[src/rtl/shift_normalizer_8bit.sv]
// Sequential left-normalizer: shifts an operand left one bit per cycle until
// bit 7 is set, returning the normalized value and the shift count.
module shift_normalizer_8bit #(
  parameter int WIDTH = 8,
  parameter int SHW   = 3
) (
  input  logic             clk,
  input  logic             rst_n,
  // Handshake: a transfer occurs on a rising edge where valid & ready are both
  // high; valid, once raised, holds with stable data until that edge.
  input  logic             in_valid,
  output logic             in_ready,
  input  logic [WIDTH-1:0] in,
  output logic             out_valid,
  input  logic             out_ready,
  output logic [WIDTH-1:0] out,
  output logic [SHW-1:0]   shamt,
  output logic             zero,
  output logic [1:0]       dbg_state
);

  typedef enum logic [1:0] {
    IDLE  = 2'd0,
    SHIFT = 2'd1,
    DONE  = 2'd2
  } state_t;

  state_t           state, state_nxt;
  logic [WIDTH-1:0] work;
  logic [SHW-1:0]   cnt;
  logic             zero_r;
  logic             accept;

  assign accept = in_valid && (state == IDLE);

  always_ff @(posedge clk) begin
    if (!rst_n) begin
      state  <= IDLE;
      work   <= '0;
      cnt    <= '0;
      zero_r <= 1'b0;
    end else begin
      state <= state_nxt;
      case (state)
        IDLE: begin
          if (accept) begin
            work   <= in;
            cnt    <= '0;
            zero_r <= (in == '0);
          end
        end
        SHIFT: begin
          work <= {work[WIDTH-2:0], 1'b0};
          cnt  <= cnt + 1'b1;
        end
        default: begin
        end
      endcase
    end
  end

  // Leaving SHIFT is decided on the pre-shift bit 6, so the exit edge is the
  // one that lands the leading one in bit 7.
  always_comb begin
    state_nxt = state;
    case (state)
      IDLE: begin
        if (accept) begin
          if (in == '0 || in[WIDTH-1]) state_nxt = DONE;
          else                         state_nxt = SHIFT;
        end
      end
      SHIFT: begin
        if (work[WIDTH-2]) state_nxt = DONE;
      end
      DONE: begin
        if (out_ready) state_nxt = IDLE;
      end
      default: state_nxt = IDLE;
    endcase
  end

  assign in_ready  = (state == IDLE) && rst_n;
  assign out_valid = (state == DONE);
  assign out       = work;
  assign shamt     = cnt;
  assign zero      = zero_r;
  assign dbg_state = state;

endmodule

[config.mk]
export PLATFORM = sky130hd
export DESIGN_NAME = shift_normalizer_8bit
export DESIGN_NICKNAME = d
export VERILOG_FILES = /design/src/rtl/shift_normalizer_8bit.sv
export SDC_FILE = /design/constraint.sdc
export NUM_CORES = 1
export LEC_CHECK = 0
export ABC_AREA = 1
export ABC_CLOCK_PERIOD_IN_PS = 2750
export CAP_MARGIN = 20
export CORE_UTILIZATION = 40
export CTS_CLUSTER_SIZE = 8
export DETAILED_ROUTE_END_ITERATION = 7
export PLACE_DENSITY = 0.75
export SLEW_MARGIN = 0
export SYNTH_ARGS = -nofsm -noshare
export SYNTH_HDL_FRONTEND = slang
export SYNTH_SLANG_ARGS = --single-unit
[constraint.sdc]
create_clock -name clk -period 2.75 [get_ports clk]
set_input_delay 0.55 -clock clk [delete_from_list [all_inputs] [get_ports clk]]
set_output_delay 0.55 -clock clk [all_outputs]
set_load 0.05 [all_outputs]
==> results.md <==
* Worst-path fanout max at 5
* Diode count at 0
* Initial Util at 44.3%
* Power Dens Cells at 618 nW/um^2
* Failing checks: DRC
* Max IR drop VDD at 0.463 mV
* Cell-by-cell trace of the critical path: inv_2 > nor2_1 > clkdlybuf4s50_1
* Core area at 1560 sq um
* CP endpoint kind: output port
* P&R area growth vs syn at 45.5%
* DRC Markers at 2
* Post-CTS Setup Repair Bufs at 0
* Buffers on Ports at 27
* Setup violations, final at 0
* Skew-Pair Late Insertion Delay at 0.28 ns
* Layout cells sized above 1 at 7.30%
* # Max-Cap Violations at 0
* Die Span Y at 43.6 microns
* Clock Root Buffer: clkbuf_4
* HP Class: reg2reg
* Largest stage delay on the critical path at 0.80 ns
* Worst Path Required at 2.20 ns
* Final HPWL DP at 1250 microns
* Clock buffer count from CTS at 3
* Slowest CP cell: clkdlybuf4s50_1
* Drt pass-1 iters at 6
* Syn_area_per_cell at 6.40 sq um
* FMAX at 454 MHz
* Syn_nets at 121
* Yosys reg bits at 14
* Status: finished with violations
* Avg WL per Cell at 11.1 microns
* Total routed wirelength at 1690 microns
* Iter 0 DRT Violations at 11
* Vias in the first global route at 636
* Die area at 1900 sq um
* Yosys Warn Count at 0
* Arrival time worst endpoint at 1.65 ns
* Slew Viols, Final at 0
* H-tree levels at 1
* Vias/cell at 4.84
* Sequential element share of the synthesized area at 40.6%
* Dpl ws at 0.732 ns
* DR vias at 740
* Tcrit/Tclk final at 80.1%
* Worst setup margin at 0.547 ns
* Gr usage total at 19.5%
* Hold Slack at 0.482 ns
* Clock sinks at 14
* Clk_skew at 0.00603 ns
* Rows at 14
* Initial antenna violation count at 0
* Number of distinct library cells after synthesis at 16
* Final Power at 621 uW
* Largest net degree at the start of global routing at 12
* Residual overflow from global routing at 0
* Setup TNS Final at 0 ns
* Post-route ant nets at 0
* Max_slew headroom at 66.5%
* RePlAce Congestion at 0.744
* CP bufs+invs at 2
* Leak at 0.456 nW
* CTS tree: built
* Crit path kind: reg2out
* Hold Violations, Final at 0
* Die Wd at 43.6 microns
* Worst-case clock buffer depth at 2
* R2R setup slack at 1.29 ns
* Clk slew on worst S/H paths at 0.09 ns
* Startpoint Class: flip-flop
* Unrepaired setup endpoints after global routing: no
* Resize count post-CTS at 0
* First-pass GRT wire length at 2700 microns
* Tightest Pin Transition at 0.501 ns
* Fin nets at 152
* Post-cts hold buffer count at 0
* IO Pins at 28
* Syn Inst Count at 108
* Minimum clock period at 2.20 ns
* Post-synthesis cell area at 691 sq um
* Crit path max-delay family: buffers and inverters
-- worst paths after layout --
kind,cells after the start,startpoint,endpoint
min,1,shamt[0],shamt[0]
max,3,dbg_state[1],out_valid
min reg2reg,1,shamt[0],shamt[0]
max reg2reg,7,dbg_state[1],out[4]
-- routing by layer --
metal,routed length [microns],track usage (%),vias up
met5,0,0,-
met4,25,11.3,0
met3,70,2.50,4
met2,790,31.0,19
met1,804,25.2,319
li1,-,-,398
-- synthesized netlist by cell type, drive strengths merged --
master | n | area, sq um
nand3 | 1 | 5.00
dfxtp | 14 | 280
or2 | 1 | 6.26
a21oi | 7 | 38.8
nand3b | 1 | 7.51
ha | 1 | 12.5
nand2 | 38 | 150
inv | 7 | 26.3
o21ai | 10 | 50.1
buf | 2 | 16.3
nor2 | 25 | 93.8
clkinv | 1 | 3.75
-- sequential cells by signal, summed over array words and instances (netlist names) --
name       flops
dbg_state      2
shamt          3
zero           1
out            8
-- final cells by class --
| type | count | area, sq um |
|---|---|---|
| inverters | 8 | 30.0 |
| flip-flops and latches | 14 | 280 |
| fillers | 157 | 554 |
| multi-input cells | 84 | 364 |
| well taps | 16 | 20.0 |
| repair buffers | 28 | 288 |
| clock buffers | 3 | 22.5 |
-- cell families (layout without fill, tap and decap cells) --
logic type,count (synthesis),count (layout),share of synthesized area (%)
and+or+nand+nor,66,66,38.0
DFF,14,14,40.6
adders and majority gates,1,1,1.81
AOI/OAI and AO/OA,17,17,12.9
buffers and inverters,10,39,6.70
-- stage by stage --
step	utilization [%]	area, sq um	cells
global placement	63.0	982	150
global route	64.4	1000	153
finish	64.4	1000	153
CTS	64.4	1000	153
detailed placement	63.0	982	150
floorplan	-	691	108
-- power breakdown --
part | internal, mW | switching, mW
logic | 0.0900 | 0.170
clock network | 0.0508 | 0.0678
registers | 0.225 | 0.0173
total | 0.366 | 0.255
-- cells in the final DEF, fill, tap and decap left out --
| cell type | n |
|---|---|
| nand2_1 | 35 |
| clkdlybuf4s50_1 | 26 |
| nor2_1 | 25 |
| dfxtp_1 | 14 |
| o21ai_0 | 10 |
| inv_1 | 6 |
| a21oi_1 | 6 |
| nand2_2 | 3 |
| clkbuf_4 | 3 |
| inv_2 | 1 |
| clkinv_1 | 1 |
| or2_1 | 1 |
| nand3b_1 | 1 |
| nand3_1 | 1 |
| a21oi_2 | 1 |
| ha_1 | 1 |
| buf_12 | 1 |
| buf_4 | 1 |
No activity file was read; power rests on OpenSTA's default activity.
